File: src/rtl/dmem_port_arbiter.sv
// dmem_port_arbiter: shares the single data-memory / MMIO port between the
// CPU load/store path and an aux master (debug/DMA).
//   - Fixed CPU priority, but the aux master wins after MAX_BURST consecutive
//     CPU grants taken while it was waiting.
//   - Each accepted read is tagged with its owner and the tag travels down a
//     RD_LATENCY-deep pipe, so the shared read data is qualified by exactly
//     one *_rvalid when it comes back.
// Optional feature: define ARB_STATS_EN to enable the grant/stall counters;
// without it the stat ports are tied to zero.
//
// Handshake: a requester raises *_req with stable *_we/*_addr/*_wdata and
// holds them until *_gnt is seen high in the same cycle; that cycle is the
// access. Dropping *_req before a grant is legal and leaves no trace. Reads
// answer with *_rvalid RD_LATENCY cycles later; writes have no response.
module dmem_port_arbiter #(
    parameter int DBITS      = 32,
    parameter int ABITS      = 32,
    parameter int RD_LATENCY = 1,
    parameter int MAX_BURST  = 4
) (
    input  logic             i_clk,
    input  logic             i_reset,
    input  logic             i_cpu_req,
    input  logic             i_cpu_we,
    input  logic [ABITS-1:0] i_cpu_addr,
    input  logic [DBITS-1:0] i_cpu_wdata,
    output logic             o_cpu_gnt,
    output logic             o_cpu_rvalid,
    input  logic             i_aux_req,
    input  logic             i_aux_we,
    input  logic [ABITS-1:0] i_aux_addr,
    input  logic [DBITS-1:0] i_aux_wdata,
    output logic             o_aux_gnt,
    output logic             o_aux_rvalid,
    output logic [DBITS-1:0] o_rdata,
    output logic             o_mem_en,
    output logic             o_mem_we,
    output logic [ABITS-1:0] o_mem_addr,
    output logic [DBITS-1:0] o_mem_wdata,
    input  logic [DBITS-1:0] i_mem_rdata,
    output logic [15:0]      o_stat_cpu,
    output logic [15:0]      o_stat_aux,
    output logic [15:0]      o_stat_stall
);

    localparam logic [3:0] MAX_B = 4'(MAX_BURST);

    logic [3:0]            r_burst_cnt;
    logic [RD_LATENCY-1:0] r_pipe_vld;
    logic [RD_LATENCY-1:0] r_pipe_own;   // 1 = aux owns the read, 0 = CPU

    logic w_cpu_wins;
    logic w_cpu_gnt;
    logic w_aux_gnt;
    logic w_mem_we;
    logic w_rd_push;

    // Grant decision: CPU wins unless the aux master is waiting and the CPU
    // has already used up its burst allowance. Nothing is granted in reset.
    always_comb begin
        w_cpu_wins = i_cpu_req & (~i_aux_req | (r_burst_cnt < MAX_B));
        w_cpu_gnt  = i_reset & w_cpu_wins;
        w_aux_gnt  = i_reset & i_aux_req & ~w_cpu_wins;
        w_mem_we   = w_aux_gnt ? i_aux_we : (w_cpu_gnt & i_cpu_we);
        w_rd_push  = (w_cpu_gnt | w_aux_gnt) & ~w_mem_we;
    end

    assign o_cpu_gnt   = w_cpu_gnt;
    assign o_aux_gnt   = w_aux_gnt;
    assign o_mem_en    = w_cpu_gnt | w_aux_gnt;
    assign o_mem_we    = w_mem_we;
    // When idle the CPU fields are presented; mem_en qualifies them.
    assign o_mem_addr  = w_aux_gnt ? i_aux_addr  : i_cpu_addr;
    assign o_mem_wdata = w_aux_gnt ? i_aux_wdata : i_cpu_wdata;
    assign o_rdata     = i_mem_rdata;

    // Anti-starvation counter: counts CPU wins only while aux is waiting,
    // restarts whenever aux is served or stops asking, saturates at MAX_BURST.
    always_ff @(posedge i_clk) begin
        if (!i_reset) begin
            r_burst_cnt <= 4'd0;
        end else if (w_aux_gnt || !i_aux_req) begin
            r_burst_cnt <= 4'd0;
        end else if (w_cpu_gnt && (r_burst_cnt < MAX_B)) begin
            r_burst_cnt <= r_burst_cnt + 4'd1;
        end
    end

    // Read tag pipe: stage 0 captures the read accepted this cycle, the last
    // stage lines up with the memory's read data. Reset drops all tags.
    always_ff @(posedge i_clk) begin
        if (!i_reset) begin
            r_pipe_vld <= '0;
            r_pipe_own <= '0;
        end else begin
            r_pipe_vld[0] <= w_rd_push;
            r_pipe_own[0] <= w_aux_gnt;
            for (int i = 1; i < RD_LATENCY; i++) begin
                r_pipe_vld[i] <= r_pipe_vld[i-1];
                r_pipe_own[i] <= r_pipe_own[i-1];
            end
        end
    end

    assign o_cpu_rvalid = i_reset & r_pipe_vld[RD_LATENCY-1] & ~r_pipe_own[RD_LATENCY-1];
    assign o_aux_rvalid = i_reset & r_pipe_vld[RD_LATENCY-1] &  r_pipe_own[RD_LATENCY-1];

`ifdef ARB_STATS_EN
    logic [15:0] r_stat_cpu;
    logic [15:0] r_stat_aux;
    logic [15:0] r_stat_stall;
    logic        w_stall;

    assign w_stall = (i_cpu_req & ~w_cpu_gnt) | (i_aux_req & ~w_aux_gnt);

    // Saturating grant and stall counters.
    always_ff @(posedge i_clk) begin
        if (!i_reset) begin
            r_stat_cpu   <= 16'd0;
            r_stat_aux   <= 16'd0;
            r_stat_stall <= 16'd0;
        end else begin
            if (w_cpu_gnt && (r_stat_cpu != 16'hFFFF)) begin
                r_stat_cpu <= r_stat_cpu + 16'd1;
            end
            if (w_aux_gnt && (r_stat_aux != 16'hFFFF)) begin
                r_stat_aux <= r_stat_aux + 16'd1;
            end
            if (w_stall && (r_stat_stall != 16'hFFFF)) begin
                r_stat_stall <= r_stat_stall + 16'd1;
            end
        end
    end

    assign o_stat_cpu   = r_stat_cpu;
    assign o_stat_aux   = r_stat_aux;
    assign o_stat_stall = r_stat_stall;
`else
    assign o_stat_cpu   = 16'd0;
    assign o_stat_aux   = 16'd0;
    assign o_stat_stall = 16'd0;
`endif

endmodule
File: config.mk
export PLATFORM = sky130hd
export DESIGN_NAME = dmem_port_arbiter
export DESIGN_NICKNAME = d
export VERILOG_FILES = /design/src/rtl/dmem_port_arbiter.sv
export SDC_FILE = /design/constraint.sdc
export NUM_CORES = 1
export LEC_CHECK = 0
export CORE_AREA = 2 2 122 124
export CTS_CLUSTER_DIAMETER = 80
export DETAILED_ROUTE_END_ITERATION = 6
export DIE_AREA = 0 0 124 126
export PLACE_DENSITY = 0.55
export SLEW_MARGIN = 20
export SYNTH_ARGS = -nofsm -noshare
export SYNTH_HDL_FRONTEND = slang
export SYNTH_SLANG_ARGS = --single-unit
export TNS_END_PERCENT = 10
File: constraint.sdc
create_clock -name i_clk -period 3.05 [get_ports i_clk]
set_input_delay 0.915 -clock i_clk [delete_from_list [all_inputs] [get_ports i_clk]]
set_output_delay 0.915 -clock i_clk [all_outputs]
set_load 0.02 [all_outputs]
==> metrics.yaml, run 1 <==
viasPerCell: 3.31
cp_data_arrival_time_ns: 2.28
vdd_drop_max_mv: 0.238
cp.required_ns: 2.13
drt_first_pass_iters: 2
p_leak_nw: 1.76
violations: "setup timing"
nets: 540
place.gp.congestion: 0.803
routed_wl_mm: 7.68
rows: 44
routedWlPerCell_microns: 13.8
hold_buffers: 0
busiest_layer: "met2"
endpoint_kind: "primary output"
holdPathStages: 1
cp-start-kind: "input port"
crit_fanout: 7
critPathKind: "input port to primary output"
rsz0062_at_grt: "true"
holdCritPathClass: "flop to flop"
skew_ns: 0.000722
use_met1_pct: 8.18
ys_types: 21
track_usage_pct: 8.20
hold_path_end: "r_burst_cnt[0]"
coreArea_sq_um: 14300
portBuffers: 203
yosysSeqAreaShare_pct: 7.27
start_util_pct: 11.5
finalCriticalPeriod_ns: 3.19
met2_usage_pct: 16.9
syn-cell-area_sq_um: 1650
fp.dieW_microns: 124
syn_inst: 182
clockBufferDepth: 2
grt_first_pass_wirelength_mm: 9.76
grt_pass1_vias: 1802
area_delta_synth_final_pct: 125
multiInputGateArea_sq_um: 1130
hpwl_mm: 6.23
clk_root_buffer_cell: "clkbuf_16"
regToRegSetupSlack_ns: 1.76
final_cell_mix: "130 x clkdlybuf4s50_1, 49 x conb_1, 42 x mux2_2"
antenna_found_initial: 0
htreeDepth: 1
r2r-end: "r_pipe_vld"
drtIter0Drc: 12
utilization_pct: 26.0
worstSkewPairLatency_ns: 0.23
drive_above_1_share_pct: 43.4
powerDensity_nw_per_um2: 240
numCtsBuffers: 3
grt_max_degree: 16
ios: 316
cts_tree: "built"
synth-seq-cells: 6
avgSynthCellArea_sq_um: 9.07
die_y_microns: 126
antenna_left: 0
fin_crit_sh_pct: 105
seqCellArea_sq_um: 120
grt_overflow: 0
vias: 1836
layout_commonest_cell: "clkdlybuf4s50_1"
grt_util_met3_pct: 1.95
reg2reg_depth: 4
dieArea_sq_um: 15600
status: "finished with violations"
ys_warn_count: 0
regToRegStartpoint: "r_burst_cnt[2]"
fmax_mhz: 313
drc: 0
clk_pin_slew_ns: 0.03
diodes: 0
fin_total_pwr_mw: 0.894
dp_cells: 542
finalSetupViolations: 65
min-delay-start: "r_burst_cnt[0]"
fillers: 1543
hold_viol: 0
setup_ws_ns: -0.142
hold-worst-slack_ns: 0.429
clock_sinks: 6
max_cap_viol_count: 0
fin_cells: 555
slew_violations: 0
[kinds of logic after synthesis]
group / Yosys count / synth area share [%]
flops: 6 / 7.27
compound gates: 5 / 2.12
buf+inv: 91 / 41.6
other cells: 1 / 0.227
simple gates: 14 / 4.39
mux: 64 / 43.6
fa+ha+maj: 1 / 0.757
[registers in the layout, summed over array words and instances (netlist names)]
name	flops
r_burst_cnt	4
r_pipe_own	1
r_pipe_vld	1
[critical path: stages]
cell and delay [ns]:
buf_6 0.07, or3b_4 0.41, nand3_4 0.15, buf_12 0.12, buf_16 0.12, mux2_2 0.32
buf_2 0.16
[area by class of cell]
| class | instances | area share (%) |
|---|---|---|
| Clock buffer | 3 | 2.02 |
| Inverter | 4 | 0.404 |
| Multi-Input combinational cell | 134 | 30.5 |
| Sequential cell | 6 | 3.23 |
| Tap cell | 184 | 6.19 |
| Timing Repair Buffer | 224 | 57.7 |
[metal layers]
metal,routed length [microns],vias to the layer above
met5,0,-
met4,55,0
met3,881,7
met2,4120,138
met1,2620,825
li1,-,866
[cells in the mapped netlist]
| library cell | count | share of area, % |
|---|---|---|
| buf_4 | 83 | 38 |
| mux2_2 | 64 | 44 |
| dfxtp_1 | 6 | 7.3 |
| nor2_1 | 5 | 1.1 |
| buf_6 | 3 | 2.0 |
| inv_1 | 3 | 0.68 |
| nand2_1 | 3 | 0.68 |
| a21oi_1 | 2 | 0.61 |
| a22o_1 | 1 | 0.53 |
| and3_1 | 1 | 0.38 |
| buf_8 | 1 | 0.91 |
| conb_1 | 1 | 0.23 |
| ha_1 | 1 | 0.76 |
| inv_2 | 1 | 0.23 |
| nand3_2 | 1 | 0.61 |
| nand4_1 | 1 | 0.38 |
| nor3_1 | 1 | 0.30 |
| o21a_1 | 1 | 0.45 |
| o2bb2ai_1 | 1 | 0.53 |
| or2_2 | 1 | 0.38 |
| or3b_1 | 1 | 0.53 |
[worst max path at each step]
stage	startpoint	endpoint	slack [ns]
2_1_floorplan	i_cpu_req	o_mem_addr[30]	0.07
3_3_place_gp	i_cpu_req	o_mem_wdata[7]	-0.95
3_5_place_dp	i_cpu_req	o_mem_addr[20]	-0.97
4_1_cts	i_cpu_req	o_mem_wdata[14]	-0.39
5_1_grt	i_cpu_req	o_mem_wdata[28]	-0.18
6_report	i_cpu_req	o_mem_wdata[13]	-0.14
[report_power, final]
group          total, mW  switching [mW]  leakage, nW  internal [mW]
combinational      0.600           0.262         1.68          0.338
clock              0.211          0.0426       0.0370          0.168
sequential        0.0835         0.00152       0.0493         0.0820
[per-stage QoR]
step / setup WS, ns / instance area (sq um) / setup TNS, ns
6_report: -0.142 / 3720 / -5.71
5_1_grt: -0.185 / 3720 / -9.07
4_1_cts: -0.395 / 3610 / -16.52
3_5_place_dp: -0.966 / 3530 / -62.18
3_3_place_gp: -0.945 / 3530 / -60.64
2_1_floorplan: 0.0694 / 1830 / 0
[what timing repair did]
action	4_1_cts	5_1_grt
cloned	2	2
setup buffers	5	5
resized for setup	191	165
setup endpoints to repair	70	69
pin swaps	1	0
No activity file was read; power rests on OpenSTA's default activity.
==> run 2: changes to the inputs <==
--- a/config.mk
+++ b/config.mk
@@ -5,6 +5,7 @@
 export SDC_FILE = /design/constraint.sdc
 export NUM_CORES = 1
 export LEC_CHECK = 0
+export CAP_MARGIN = 20
 export CORE_AREA = 2 2 122 124
 export CTS_CLUSTER_DIAMETER = 80
 export DETAILED_ROUTE_END_ITERATION = 6
@@ -14,4 +15,4 @@
 export SYNTH_ARGS = -nofsm -noshare
 export SYNTH_HDL_FRONTEND = slang
 export SYNTH_SLANG_ARGS = --single-unit
-export TNS_END_PERCENT = 10
+export TNS_END_PERCENT = 50
==> run 2 against run 1 <==
The flow still finishes with violations (setup timing). Maximum frequency decreased by 2.5%. Setup slack got worse by 0.083 ns. First-iteration DRC count down 25%. Clock skew hardly changed. Combinational power increased by 11%. Critical path depth shrank 1. Utilization rose by 2.6 points. Non-clock buffer count rose by 17. Final cell count is 3.1% higher. Register-to-register slack barely moved.
==> metrics.yaml, run 2 (synthesis gave the netlist of run 1 again) <==
status: "finished with violations"
violations: "setup timing"
fillers: 1505
stdcell_area_sq_um: 4090
holdCritPathClass: "flop to flop"
grt_max_degree: 11
drc: 0
area_delta_synth_final_pct: 147
htreeDepth: 1
worstSkewPairLatency_ns: 0.23
crit_fanout: 5
grt_overflow: 0
portBuffers: 203
final_cell_mix: "130 x clkdlybuf4s50_1, 60 x buf_6, 49 x conb_1"
nets: 557
regMostFlops: "r_burst_cnt"
hold_viol: 0
clk_root_buffer_cell: "clkbuf_16"
finalCriticalPeriod_ns: 3.27
top_regs: "r_burst_cnt: 4 flops, r_pipe_own: 1 flops, r_pipe_vld: 1 flops"
largest_register_ffs: 4
hpwl_mm: 6.23
antenna_found_initial: 0
dieArea_sq_um: 15600
max_cap_viol_count: 0
skew_ns: 0.00110
internal_power_mw: 0.641
routedWlPerCell_microns: 14.5
endpoint_kind: "primary output"
vias: 1913
sw_frac_of_total_pct: 33.4
hold_buffers: 0
fp.dieW_microns: 124
cp_data_arrival_time_ns: 2.36
drive_above_1_share_pct: 44.6
crit_chain: "buf_6, or3b_4, nand3_2, buf_12, mux2_2, dlygate4sd2_1"
critPathMaxStageDelay_ns: 0.41
fin_crit_sh_pct: 107
antenna_left: 0
coreArea_sq_um: 14300
crit_buf_inv: 3
power.switching_mw: 0.321
grt_first_pass_wirelength_mm: 10.5
clock_power_share_pct: 21.9
critPathKind: "input port to primary output"
cp.required_ns: 2.13
start_util_pct: 11.5
cp-start-kind: "input port"
ios: 316
combinationalPowerShare_pct: 69.5
clockBufferDepth: 2
track_usage_pct: 8.82
place.gp.congestion: 0.803
vdd_drop_max_mv: 0.235
drtIter0Drc: 9
setup_ws_ns: -0.224
grt_pass1_vias: 1891
drt_first_pass_iters: 2
viasPerCell: 3.34
critical-path-top-delay-family: "simple AND/OR/NAND/NOR gates"
routed_wl_mm: 8.30
clock_sinks: 6
fin_cells: 572
p_leak_nw: 1.98
fmax_mhz: 305
cts_tree: "built"
rows: 44
slowest_stage: "or3b_4"
powerDensity_nw_per_um2: 235
die_y_microns: 126
finalSetupViolations: 65
rsz0062_at_grt: "true"
dp_cells: 542
seqPwrFrac_pct: 8.7
layout_commonest_cell: "clkdlybuf4s50_1"
numCtsBuffers: 3
clk_pin_slew_ns: 0.03
placed_cell_area_sq_um: 3530
diodes: 0
slew_violations: 0
[run 2: changes by cell type in the layout (fill, tap and decap cells not counted), moves of 4 or more]
cell and delta:
buf_6 +34, dlygate4sd2_1 +4, buf_2 -14, mux2_2 -17
clkbuf_2 -9, mux2_4 +17
[run 2: final timing paths]
kind	from	to	slack, ns	cells after the start
max	i_cpu_req	o_mem_wdata[23]	-0.22	6
min	r_burst_cnt[0]	r_burst_cnt[0]	0.43	1
max reg2reg	r_burst_cnt[2]	r_pipe_vld	1.76	4
min reg2reg	r_burst_cnt[0]	r_burst_cnt[0]	0.43	1
[run 2: timing repair]
item,in CTS,in global routing
pin swaps,1,0
gates cloned,3,2
setup buffers,18,7
setup endpoints to repair,70,69
gates resized for setup,263,151
[run 2: layer usage]
layer  up-vias  track usage (%)  wire length (microns)
li1        902                -                      -
met1       868             8.97                   2840
met2       134             18.2                   4480
met3         9             1.90                    891
met4         0             1.19                     82
met5         -                0                      0
[run 2: worst reg2reg max path: stages (launching register included)]
cell	delay (ns)
dfxtp_1	0.32
or3b_4	0.44
nand3_4	0.17
clkbuf_16	0.18
o2bb2ai_1	0.06
[run 2: cell type report]
class | instances | area [sq um] | area share (%)
Timing Repair Buffer | 241 | 2460 | 60.1
Multi-Input combinational cell | 134 | 1190 | 29.1
Tap cell | 184 | 230 | 5.63
Sequential cell | 6 | 120 | 2.94
Clock buffer | 3 | 75.1 | 1.84
Inverter | 4 | 15.0 | 0.367
[run 2: stage by stage]
stage          utilization (%)  hold slack, ns  setup TNS (ns)  total power, mW  worst slack (ns)
4_1_cts                   27.3           0.435          -13.91            0.917            -0.289
3_3_place_gp              24.7           0.429          -60.64            0.665            -0.945
5_1_grt                   28.6           0.456          -11.81             1.01            -0.278
6_report                  28.6           0.429           -8.62            0.961            -0.224
2_1_floorplan                -           0.404               0            0.445            0.0694
3_5_place_dp              24.7           0.431          -62.18            0.666            -0.966
[run 2: power by group through the flow]
stage,Sequential (mW),Clock [mW],Combinational (mW)
floorplan,0.0842,0,0.361
global placement,0.0843,0,0.580
detailed placement,0.0846,0,0.582
CTS,0.0835,0.214,0.620
global route,0.0839,0.217,0.704
finish,0.0835,0.210,0.668
==> run 3: changes to the inputs <==
--- a/config.mk
+++ b/config.mk
@@ -10,6 +10,7 @@
 export CTS_CLUSTER_DIAMETER = 80
 export DETAILED_ROUTE_END_ITERATION = 6
 export DIE_AREA = 0 0 124 126
+export MAX_ROUTING_LAYER = met4
 export PLACE_DENSITY = 0.55
 export SLEW_MARGIN = 20
 export SYNTH_ARGS = -nofsm -noshare
==> run 3 against run 2 <==
The run still ends with setup timing left. Maximum frequency is essentially flat. Register-to-register slack barely moved. Combinational power rose by 1%. Sequential power barely moved. Cell area rose by 0.95%. Non-clock buffer count is 3 higher. Wire length up 0.77%. Clock skew unchanged. Flip-flop and latch count did not move. Die area is the same. First-iteration DRC count did not move. Global-route usage grew 0.27 points. Critical path type unchanged. Critical endpoint unchanged. Largest cell class unchanged.
==> metrics.yaml, run 3 (synthesis gave the netlist of run 1 again) <==
final.setup.tns_ns: -8.67
dieArea_sq_um: 15600
clk_pin_slew_ns: 0.03
violations: "setup timing"
max_cap_viol_count: 0
largest_register_ffs: 4
antenna_left: 0
crit_fanout: 5
place.gp.congestion: 0.815
portBuffers: 203
fin_cells: 575
drt_first_pass_iters: 2
fmax_mhz: 305
vdd_drop_max_mv: 0.235
hold_viol: 0
status: "finished with violations"
clock_power_share_pct: 21.7
clock_sinks: 6
routed_wl_mm: 8.36
die_y_microns: 126
fin_crit_sh_pct: 107
internal_power_mw: 0.646
layout_commonest_cell: "clkdlybuf4s50_1"
final_cell_mix: "130 x clkdlybuf4s50_1, 61 x buf_6, 49 x conb_1"
hpwl_mm: 6.23
setup_ws_ns: -0.225
htreeDepth: 1
grt_first_pass_wirelength_mm: 10.5
grt_pass1_vias: 1884
fp.dieW_microns: 124
diodes: 0
clockBufferDepth: 2
drive_above_1_share_pct: 45.0
top_regs: "r_burst_cnt: 4 flops, r_pipe_own: 1 flops, r_pipe_vld: 1 flops"
drtIter0Drc: 9
worstSkewPairLatency_ns: 0.23
area_delta_synth_final_pct: 150
finalCriticalPeriod_ns: 3.27
critPathKind: "input port to primary output"
cts_tree: "built"
hold_buffers: 0
vias: 1927
rows: 44
p_leak_nw: 2.01
rsz0062_at_grt: "true"
viasPerCell: 3.35
combinationalPowerShare_pct: 69.7
start_util_pct: 11.5
grt_overflow: 0
regMostFlops: "r_burst_cnt"
cp_data_arrival_time_ns: 2.36
seqPwrFrac_pct: 8.6
holdCritPathClass: "flop to flop"
powerDensity_nw_per_um2: 235
nets: 560
endpoint_kind: "primary output"
clk_root_buffer_cell: "clkbuf_16"
track_usage_pct: 9.08
finalSetupViolations: 65
routedWlPerCell_microns: 14.5
cp.required_ns: 2.13
numCtsBuffers: 3
coreArea_sq_um: 14300
drc: 0
power.switching_mw: 0.322
utilization_pct: 28.8
hold-worst-slack_ns: 0.429
grt_max_degree: 11
slew_violations: 0
skew_ns: 0.00110
dp_cells: 542
antenna_found_initial: 0
sw_frac_of_total_pct: 33.3
cp-start-kind: "input port"
ios: 316
==> run 3: final timing paths <==
path                  startpoint         endpoint  slack (ns)  cells after the start
setup / recovery       i_cpu_req  o_mem_wdata[23]       -0.22                      6
hold / removal    r_burst_cnt[0]   r_burst_cnt[0]        0.43                      1
setup reg to reg  r_burst_cnt[2]       r_pipe_vld        1.76                      4
hold reg to reg   r_burst_cnt[0]   r_burst_cnt[0]        0.43                      1
==> run 3: power groups by stage <==
| stage | Sequential [mW] | Combinational [mW] | Clock (mW) |
|---|---|---|---|
| after floorplan | 0.0842 | 0.361 | 0 |
| after global placement | 0.0843 | 0.580 | 0 |
| after detailed placement | 0.0846 | 0.582 | 0 |
| after CTS | 0.0835 | 0.620 | 0.214 |
| after global routing | 0.0839 | 0.712 | 0.217 |
| final | 0.0835 | 0.675 | 0.210 |
==> run 3: cell type report <==
class | count | area, sq um
Sequential cell | 6 | 120
Clock buffer | 3 | 75.1
Tap cell | 184 | 230
Fill cell | 1502 | 10200
Inverter | 4 | 15.0
Multi-Input combinational cell | 134 | 1200
Timing Repair Buffer | 244 | 2490
==> run 3: worst max-delay path, cell delays in order <==
cell           delay (ns)
buf_6                0.07
or3b_4               0.41
nand3_2              0.17
buf_12               0.14
mux2_2               0.33
dlygate4sd2_1        0.32
==> run 3: repair_timing <==
| item | CTS | global route |
|---|---|---|
| gates cloned | 3 | 2 |
| setup endpoints to repair | 70 | 69 |
| gates resized for setup | 263 | 156 |
| setup buffers | 18 | 10 |
| endpoints found under the hold margin | 0 | 0 |
| pin swaps | 1 | 0 |
==> run 3: metrics by stage <==
stage,power [mW],setup WS [ns],cell area (sq um)
floorplan,0.445,0.0694,1830
global placement,0.665,-0.945,3530
detailed placement,0.666,-0.966,3530
CTS,0.917,-0.289,3910
global route,1.01,-0.278,4130
finish,0.968,-0.225,4130
==> run 3: metal layers <==
layer  global-route usage, %  routed length (microns)  vias to the layer above
met1                    9.08                     2880                      876
li1                        -                        -                      908
met5                       -                        0                        -
met3                    1.81                      888                        9
met4                    1.19                       82                        0
met2                    18.1                     4510                      134
